### src/rtl/fu_seqadd32v_if.sv
// fu_seqadd32v_if: request/response bundle for the nibble-serial adder.
//   start      requester -> unit   launch an operation (taken in IDLE/DONE)
//   sub        requester -> unit   0: din1+din2, 1: din1-din2
//   sat        requester -> unit   clamp on signed overflow (saturating builds only)
//   din1/din2  requester -> unit   WIDTH-bit operands
//   busy       unit -> requester   operation in flight
//   done       unit -> requester   one-cycle result-valid pulse
//   dout       unit -> requester   result, held until the next accepted start
//   carry_out/overflow/zero        flags of the full-width operation
interface fu_seqadd32v_if #(
  parameter int WIDTH = 32
) ();
  logic             start;
  logic             sub;
  logic             sat;
  logic [WIDTH-1:0] din1;
  logic [WIDTH-1:0] din2;
  logic             busy;
  logic             done;
  logic [WIDTH-1:0] dout;
  logic             carry_out;
  logic             overflow;
  logic             zero;

  modport master (
    output start, sub, sat, din1, din2,
    input  busy, done, dout, carry_out, overflow, zero
  );

  modport slave (
    input  start, sub, sat, din1, din2,
    output busy, done, dout, carry_out, overflow, zero
  );
endinterface

### src/rtl/fu_seqadd32v.sv
// fu_seqadd32v: multi-cycle WIDTH-bit add/subtract. One 4-bit carry-lookahead
// slice is swept across the operands, one nibble per clock, with the inter-
// nibble carry kept in a register. Start-to-done latency is WIDTH/4 cycles.
//
// Ports:
//   clk   rising-edge clock
//   rst   synchronous reset, active high (aborts any operation in flight)
//   bus   fu_seqadd32v_if.slave: start/sub/sat/din1/din2 in,
//         busy/done/dout/carry_out/overflow/zero out
//
// Build option: define FU_SEQADD_SAT_EN to enable signed saturation. When
// enabled and sat was high at start, an overflowing result is clamped to the
// largest positive / most negative value at the final nibble step. Without
// the macro, sat is ignored and the result always wraps.
module fu_seqadd32v #(
  parameter int WIDTH = 32
) (
  input  logic          clk,
  input  logic          rst,
  fu_seqadd32v_if.slave bus
);

  localparam int N  = WIDTH / 4;
  localparam int IW = (N > 1) ? $clog2(N) : 1;
  localparam logic [IW-1:0] LAST_IDX = IW'(N - 1);

  typedef enum logic [1:0] {
    S_IDLE = 2'd0,
    S_RUN  = 2'd1,
    S_DONE = 2'd2
  } state_e;

  state_e           state_q, state_d;
  logic [WIDTH-1:0] a_q, a_d;
  logic [WIDTH-1:0] b_q, b_d;     // already inverted for subtract
  logic             cy_q, cy_d;
  logic [IW-1:0]    idx_q, idx_d;
  logic [WIDTH-1:0] dout_q, dout_d;
  logic             cout_q, cout_d;
  logic             ovf_q, ovf_d;
  logic             zero_q, zero_d;
`ifdef FU_SEQADD_SAT_EN
  logic             sat_q, sat_d;
`endif

  // Nibble slice operands and lookahead terms
  logic [3:0] na, nb, g, p, sum;
  logic [4:0] c;

  always_comb begin
    na = a_q[{idx_q, 2'b00} +: 4];
    nb = b_q[{idx_q, 2'b00} +: 4];
    g  = na & nb;
    p  = na ^ nb;
    c[0] = cy_q;
    c[1] = g[0] | (p[0] & c[0]);
    c[2] = g[1] | (p[1] & g[0]) | (p[1] & p[0] & c[0]);
    c[3] = g[2] | (p[2] & g[1]) | (p[2] & p[1] & g[0]) | (p[2] & p[1] & p[0] & c[0]);
    c[4] = g[3] | (p[3] & g[2]) | (p[3] & p[2] & g[1]) | (p[3] & p[2] & p[1] & g[0])
         | (p[3] & p[2] & p[1] & p[0] & c[0]);
    sum = p ^ c[3:0];
  end

  always_comb begin
    state_d = state_q;
    a_d     = a_q;
    b_d     = b_q;
    cy_d    = cy_q;
    idx_d   = idx_q;
    dout_d  = dout_q;
    cout_d  = cout_q;
    ovf_d   = ovf_q;
    zero_d  = zero_q;
`ifdef FU_SEQADD_SAT_EN
    sat_d   = sat_q;
`endif

    case (state_q)
      S_IDLE, S_DONE: begin
        if (bus.start) begin
          // Subtract is A + ~B + 1: invert B here, seed the carry with sub.
          a_d     = bus.din1;
          b_d     = bus.din2 ^ {WIDTH{bus.sub}};
          cy_d    = bus.sub;
          idx_d   = '0;
`ifdef FU_SEQADD_SAT_EN
          sat_d   = bus.sat;
`endif
          state_d = S_RUN;
        end else begin
          state_d = S_IDLE;
        end
      end

      S_RUN: begin
        dout_d[{idx_q, 2'b00} +: 4] = sum;
        cy_d  = c[4];
        idx_d = idx_q + 1'b1;
        if (idx_q == LAST_IDX) begin
          // Top slice: c[3] is the carry into the MSB, c[4] the carry out.
          idx_d  = '0;
          cout_d = c[4];
          ovf_d  = c[3] ^ c[4];
`ifdef FU_SEQADD_SAT_EN
          // Operand A's sign gives the overflow direction.
          if (sat_q && (c[3] ^ c[4]))
            dout_d = a_q[WIDTH-1] ? {1'b1, {(WIDTH-1){1'b0}}}
                                  : {1'b0, {(WIDTH-1){1'b1}}};
`endif
          zero_d  = (dout_d == '0);
          state_d = S_DONE;
        end
      end

      default: state_d = S_IDLE;
    endcase
  end

  always_ff @(posedge clk) begin
    if (rst) begin
      state_q <= S_IDLE;
      a_q     <= '0;
      b_q     <= '0;
      cy_q    <= 1'b0;
      idx_q   <= '0;
      dout_q  <= '0;
      cout_q  <= 1'b0;
      ovf_q   <= 1'b0;
      zero_q  <= 1'b1;
`ifdef FU_SEQADD_SAT_EN
      sat_q   <= 1'b0;
`endif
    end else begin
      state_q <= state_d;
      a_q     <= a_d;
      b_q     <= b_d;
      cy_q    <= cy_d;
      idx_q   <= idx_d;
      dout_q  <= dout_d;
      cout_q  <= cout_d;
      ovf_q   <= ovf_d;
      zero_q  <= zero_d;
`ifdef FU_SEQADD_SAT_EN
      sat_q   <= sat_d;
`endif
    end
  end

  assign bus.busy      = (state_q == S_RUN);
  assign bus.done      = (state_q == S_DONE);
  assign bus.dout      = dout_q;
  assign bus.carry_out = cout_q;
  assign bus.overflow  = ovf_q;
  assign bus.zero      = zero_q;

endmodule

### src/flat_wrapper.sv
// flat-port wrapper written by rule: the top's interface ports become plain ports
module fu_seqadd32v_flat 
#(
  parameter int WIDTH = 32
)
  (clk, rst, bus_start, bus_sub, bus_sat, bus_din1, bus_din2, bus_busy, bus_done, bus_dout, bus_carry_out, bus_overflow, bus_zero);
  fu_seqadd32v_if #(.WIDTH(WIDTH)) bus_i ();
  input  logic clk;
  input  logic rst;
  input wire logic [$bits(bus_i.start)-1:0] bus_start;
  input wire logic [$bits(bus_i.sub)-1:0] bus_sub;
  input wire logic [$bits(bus_i.sat)-1:0] bus_sat;
  input wire logic [$bits(bus_i.din1)-1:0] bus_din1;
  input wire logic [$bits(bus_i.din2)-1:0] bus_din2;
  output wire logic [$bits(bus_i.busy)-1:0] bus_busy;
  output wire logic [$bits(bus_i.done)-1:0] bus_done;
  output wire logic [$bits(bus_i.dout)-1:0] bus_dout;
  output wire logic [$bits(bus_i.carry_out)-1:0] bus_carry_out;
  output wire logic [$bits(bus_i.overflow)-1:0] bus_overflow;
  output wire logic [$bits(bus_i.zero)-1:0] bus_zero;
  assign bus_i.start = bus_start;
  assign bus_i.sub = bus_sub;
  assign bus_i.sat = bus_sat;
  assign bus_i.din1 = bus_din1;
  assign bus_i.din2 = bus_din2;
  assign bus_busy = bus_i.busy;
  assign bus_done = bus_i.done;
  assign bus_dout = bus_i.dout;
  assign bus_carry_out = bus_i.carry_out;
  assign bus_overflow = bus_i.overflow;
  assign bus_zero = bus_i.zero;
  fu_seqadd32v #(.WIDTH(WIDTH)) u_core (.clk(clk), .rst(rst), .bus(bus_i));
endmodule
### config.mk
export PLATFORM = sky130hd
export DESIGN_NAME = fu_seqadd32v_flat
export DESIGN_NICKNAME = d
export VERILOG_FILES = /design/src/rtl/fu_seqadd32v_if.sv /design/src/rtl/fu_seqadd32v.sv /design/src/flat_wrapper.sv
export SDC_FILE = /design/constraint.sdc
export NUM_CORES = 1
export LEC_CHECK = 0
export CAP_MARGIN = 20
export CELL_PAD_IN_SITES_DETAIL_PLACEMENT = 1
export CELL_PAD_IN_SITES_GLOBAL_PLACEMENT = 2
export CORE_MARGIN = 5
export CORE_UTILIZATION = 31
export CTS_BUF_LIST = sky130_fd_sc_hd__clkbuf_8
export DETAILED_ROUTE_END_ITERATION = 10
export PLACE_DENSITY = 0.9
export SETUP_SLACK_MARGIN = 0.05
export SYNTH_ARGS = -nofsm -noshare
export SYNTH_HDL_FRONTEND = slang
export SYNTH_SLANG_ARGS = --single-unit
### constraint.sdc
create_clock -name clk -period 3.9 [get_ports clk]
set_input_delay 0.78 -clock clk [delete_from_list [all_inputs] [get_ports clk]]
set_output_delay 0.78 -clock clk [all_outputs]
set_load 0.05 [all_outputs]
---- Word level (Yosys, flattened, before mapping) ----
Index checks and enable logic that the tools add are counted.
word-level totals
  bits in read-only memories .............. 0
  output and inout port bits .............. 37
  word-level logic and storage cells ...... 67
  input port bits ......................... 69
  bits in registers ....................... 105
  bits in latches ......................... 0
  bits in writable memories ............... 0
  memories ................................ 0
cells by class
  multiplexer cells ....................... 9
  add/sub/neg operators ................... 2
  shift-type cells ........................ 4
  order comparisons ....................... 0
  divide/modulo/power cells ............... 0
  reduce and logical (&&, ||, !) cells .... 7
  multiply operators ...................... 0
  equality and inequality tests ........... 5
  bitwise logic cells ..................... 31
operators by type and width
  operator                  count
  $shiftx A32 B6 Y4         2
  $bwmux W32                1
  $logic_not A32 Y1         1
  $shift A4 B7 Y32 const A  1
  $shiftx A4 B7 Y32         1
  $xor A32 B32 Y32          1
  $and A1 B1 Y1             16
  $or A1 B1 Y1              10
  $xor A4 B4 Y4             2
  $neg A5 Y7                1
  $mux W3                   2
  $pmux W3 S2               1
  $reduce_and A2 Y1         3
  $and A4 B4 Y4             1
  $pmux W2 S2               1
  $add A3 B1 Y3 const B     1
  $eq A3 B3 Y1 const B      1
  $eq A2 B1 Y1 const B      1
  $eq A2 B2 Y1 const B      1
  $logic_not A2 Y1          1
  $mux W1                   2
  $mux W2                   1
  $ne A2 B1 Y1 const B      1
  $ne A2 B2 Y1 const B      1
  other kinds (4)           4

---- Longest topological paths before layout ----
  depth after elaboration ................. 10
  depth in mapped cells ................... 13
  gate-level depth less buffers ........... 10

---- Worst setup path before layout ----
Ideal clock, no wire load.
  path type ............................... register to register
  from .................................... register u_core.idx_q[0]
  to ...................................... register u_core.zero_q (netlist: u_core.bus.zero)
  cell stages (with the launch flop) ...... 13
  arrival ................................. 3.268 ns
  required time ........................... 3.816 ns
  setup slack ............................. 0.547 ns
  clock period less this slack ............ 3.353 ns
  path buffers ............................ 2
  library setup time ...................... 0.084 ns
  cells stage by stage .................... dfxtp_1 -> buf_6 -> buf_2 -> mux4_2 -> nand2_1 -> nand2_1 -> fa_1 -> xnor2_1 -> nor2_1 -> mux2_2 -> nor4_1 -> o2111ai_1 -> o31ai_2
on the way
  word-level cells in the longest chain between the ends .. 10
  elaborated cells between the ends (all ways) .. 27
  classes of those cells .................. add/sub: 1; eq/ne: 1; shift: 4; mux: 1; bitwise: 18; reduce/logical: 2
RTL lines
  item                                                         RTL line                                source
  start, declared                                              fu_seqadd32v.sv:37                      logic [IW-1:0] idx_q, idx_d;
  start signal, assigned                                       fu_seqadd32v.sv:138                     idx_q <= idx_d;
  $shiftx A32 B6 Y4 (on tied branches)                         fu_seqadd32v.sv:51, fu_seqadd32v.sv:52
  $xor A4 B4 Y4 or $and A4 B4 Y4 (tied branches)               fu_seqadd32v.sv:54, fu_seqadd32v.sv:53
  $and A1 B1 Y1                                                fu_seqadd32v.sv:58                      c[3] = g[2] | (p[2] & g[1]) | (p[2] & p[1] & g[0]) | (p[2] & p[1] & p[0] & c[0]);
  $or A1 B1 Y1 or $and A1 B1 Y1 (tied branches) (2 in series)  fu_seqadd32v.sv:58
  $or A1 B1 Y1                                                 fu_seqadd32v.sv:58
  $xor A4 B4 Y4                                                fu_seqadd32v.sv:61                      sum = p ^ c[3:0];
  $shiftx A4 B7 Y32                                            fu_seqadd32v.sv:96                      dout_d[{idx_q, 2'b00} +: 4] = sum;
  $bwmux W32                                                   fu_seqadd32v.sv:96
  $logic_not A32 Y1                                            fu_seqadd32v.sv:110                     zero_d = (dout_d == '0);
  end signal, assigned                                         fu_seqadd32v.sv:142                     zero_q <= zero_d;
  end, declared                                                fu_seqadd32v.sv:41                      logic zero_q, zero_d;
Parallel ways exist; a longest one is shown, timed or not.
A chain may end at the register's enable or synchronous reset.

---- Worst setup path after layout ----
Ends and elaborated chain as after synthesis.

==> out/metrics.cfg <==
[finish]
fin_nets=793
antenna_cells=0
drive_above_1_share_pct=8.520
area_growth_pct=27.43

[flow_run]
max_cap_violations=0

[grt]
grt_pass1_vias=5202
grtUsageTotal_pct=16.29
overflow=0
grt_pass1_wl_um=26260
grt_antenna_before_repair=0
grt_max_degree=106

[clock_tree]
cts_hold_repair.buffers=0
ctsResizeCount=0
clk_root_buffer_cell=clkbuf_8
numCtsBuffers=9
path_clk_slew_ns=0.10
cts_tree=yes
clk_latency_ns=0.40
cts_htree_levels=3
clock_sinks=105
post-cts-setup-buffer-count=0
clock_path_buffers=2

[floorplan]
rows=47
start_util_pct=31.60
core_mm2=0.01664
die_x_um=140.2
die-area_mm2=0.01967
ios=106
die-height_um=140.2

[synthesis]
syn_area_mm2=0.005259
synth_top_area_share_pct=39.97
synthFlopType=dfxtp_1
ys.warnings.count=0
postSynthCellCount=625
avgSynthCellArea_um2=8.414
syn_nets=707
synth_async_sr_flop_share_pct=0
synth_edf_count=0
synth_area_leaders=dfxtp_1, nand2_1, mux4_2, nor2_1, a21oi_1
seq_area_frac_synth_pct=39.97
synth_seq_cells=105
ys_types=50
synth_largest_area_cell=dfxtp_1

[timing]
setup_violations=0
hold_slack_ns=0.4582
slew_viol_final=0
setup_tns_ns=0
fmax_mhz=289.6
tightest_slew_ns=0.8668
rsz0062_at_grt=false
fin_crit_ns=3.453
timing.final.crit_share_pct=88.53
hold_viol_final=0
relSlewSlack_pct=42.21
worst_clock_skew_ns=0.01561

[place]
gp_congestion=0.8804
place.detailed.hpwl_um=11620
io_buffers=104

[power_and_ir_drop]
pwr-share-clk_pct=28.1
pwr-share-seq_pct=50.4
switching_share_pct=30.50
pwr_density_cell_mw_per_mm2=344.5
p_switching_mw=0.7043
intPower_mw=1.605
ir_worst_vdd_v=0.0001511
p_leak_nw=2.330
combPwrFrac_pct=21.5

[worst_setup_path]
end_kind=register
r2r_setup_slack_ns=0.45
crit_top_cell=ha_1
start_kind=register
cp_slowest_stage_delay_ns=0.61
required_ns=4.21
cp_cell_sequence=buf_4, inv_1, ha_1, ha_1, nand2_1, nor2_1, mux2_2, nor4_1, o2111ai_1, o31ai_2
critPathKind=register to register
cpMaxStageDelayCell=ha_1
crit_fanout=16
arrival_ns=3.76

[detailed_routing]
wl_per_cell_um=16.74
drc_errors=0
ant_nets=0
dr.pass1.iters=4
drt-initial-drc-count=278
vias_per_cell=5.068
vias=4744
finalWirelength_um=15670

[min_path]
hp-class=register to register

[run_status]
status=completed

[cells in the final DEF, fill, tap and decap left out, drive strengths merged, types with 4 or more instances in the layout]
cell and n:
o21ai 13, buf 16, nor3 16, nand2b 10, inv 9, mux2i 10, a21oi 63, mux4 16
o2111ai 4, dfxtp 105, ha 12, nor4 7, clkbuf 10, nand2 110, nor2 96, xnor2 34
nand3 7, a211oi 34, clkdlybuf4s50 102
[flip-flops by register name, summed over array words and instances (netlist names)]
name	flops
u_core.a_q	32
u_core.b_q	32
u_core.bus.dout	32
u_core.idx_q	3
u_core.state_q	2
u_core.bus.carry_out	1
u_core.bus.overflow	1
u_core.bus.zero	1
u_core.cy_q	1
[Yosys cell counts, drive strengths merged, types with 2 or more instances]
cell type,number
a32oi,2
xnor2,34
o2111ai,4
a21oi,63
nor3,16
nand3,7
buf,11
nor2b,3
mux2,2
dfxtp,105
o21ai,13
nor2,96
inv,5
nand2b,10
a31oi,2
or2,3
mux2i,10
o22ai,2
ha,12
or3,2
o31ai,2
a221oi,2
a211oi,34
a22oi,3
mux4,16
xor2,2
clkbuf,32
o22a,3
nand2,110
nor4,7
[per-stage QoR]
| step | cell area, um2 | setup WS (ns) | instances | total power, mW | utilization (%) |
|---|---|---|---|---|---|
| 5_1_grt | 6701 | 0.1552 | 936 | 2.427 | 40.27 |
| 3_3_place_gp | 6481 | 0.5846 | 918 | 1.666 | 38.94 |
| 6_report | 6701 | 0.4472 | 936 | 2.309 | 40.27 |
| 3_5_place_dp | 6481 | 0.5075 | 918 | 1.684 | 38.94 |
| 2_1_floorplan | 5259 | 0.5474 | 625 | 1.490 | - |
| 4_1_cts | 6659 | 0.4558 | 934 | 2.336 | 40.01 |
[final cells by class]
class,instances,area (um2)
clock buffers,10,137.6
clock inverters,6,40.04
fillers,1984,9941
inverters,6,22.52
multi-input cells,471,2957
flip-flops and latches,105,2103
well taps,220,275.3
repair buffers,118,1166
[kinds of logic (layout without fill, tap and decap cells)]
logic type / count (synthesis) / after routing / share of synthesized area, %
AO/OA/AOI/OAI: 135 / 135 / 16.16
adder cells (fa/ha/maj): 13 / 13 / 3.236
flip-flops: 105 / 105 / 39.97
multiplexers: 28 / 28 / 9.184
XOR/XNOR: 36 / 36 / 5.996
buffers and inverters: 49 / 140 / 3.950
AND/OR/NAND/NOR: 259 / 259 / 21.51
[worst max-delay path: cells and delay by family, from the launching register on]
kind                     cells  cell delay (ns)
adder cells (fa/ha/maj)      2             0.83
AND/OR/NAND/NOR              3             0.79
flip-flops                   1             0.54
AO/OA/AOI/OAI                2             0.44
buffers and inverters        2             0.39
multiplexers                 1             0.36
[worst paths after layout]
path,startpoint,end,depth (start not counted)
worst max-delay path,u_core.idx_q[0],u_core.bus.zero,10
worst min register to register,u_core.a_q[25],u_core.a_q[25],2
worst min-delay path,u_core.a_q[25],u_core.a_q[25],2
worst max register to register,u_core.idx_q[0],u_core.bus.zero,10
[layer usage]
metal | up-vias | share of wire [%] | routed length [um] | global-route usage, %
met3 | 22 | 4.9 | 768 | 3.374
met1 | 2278 | 46 | 7153 | 21.47
met5 | - | 0 | 0 | 0
met4 | 0 | 1.8 | 289 | 5.354
met2 | 101 | 48 | 7454 | 26.69
li1 | 2343 | - | - | -
[power by group through the flow]
stage | logic (mW) | clock network (mW) | registers, mW
after detailed placement | 0.495 | 0 | 1.19
after global placement | 0.481 | 0 | 1.18
after floorplan | 0.303 | 0 | 1.19
final | 0.496 | 0.650 | 1.16
after global routing | 0.543 | 0.713 | 1.17
after CTS | 0.497 | 0.675 | 1.16
No activity file was read; power rests on OpenSTA's default activity.
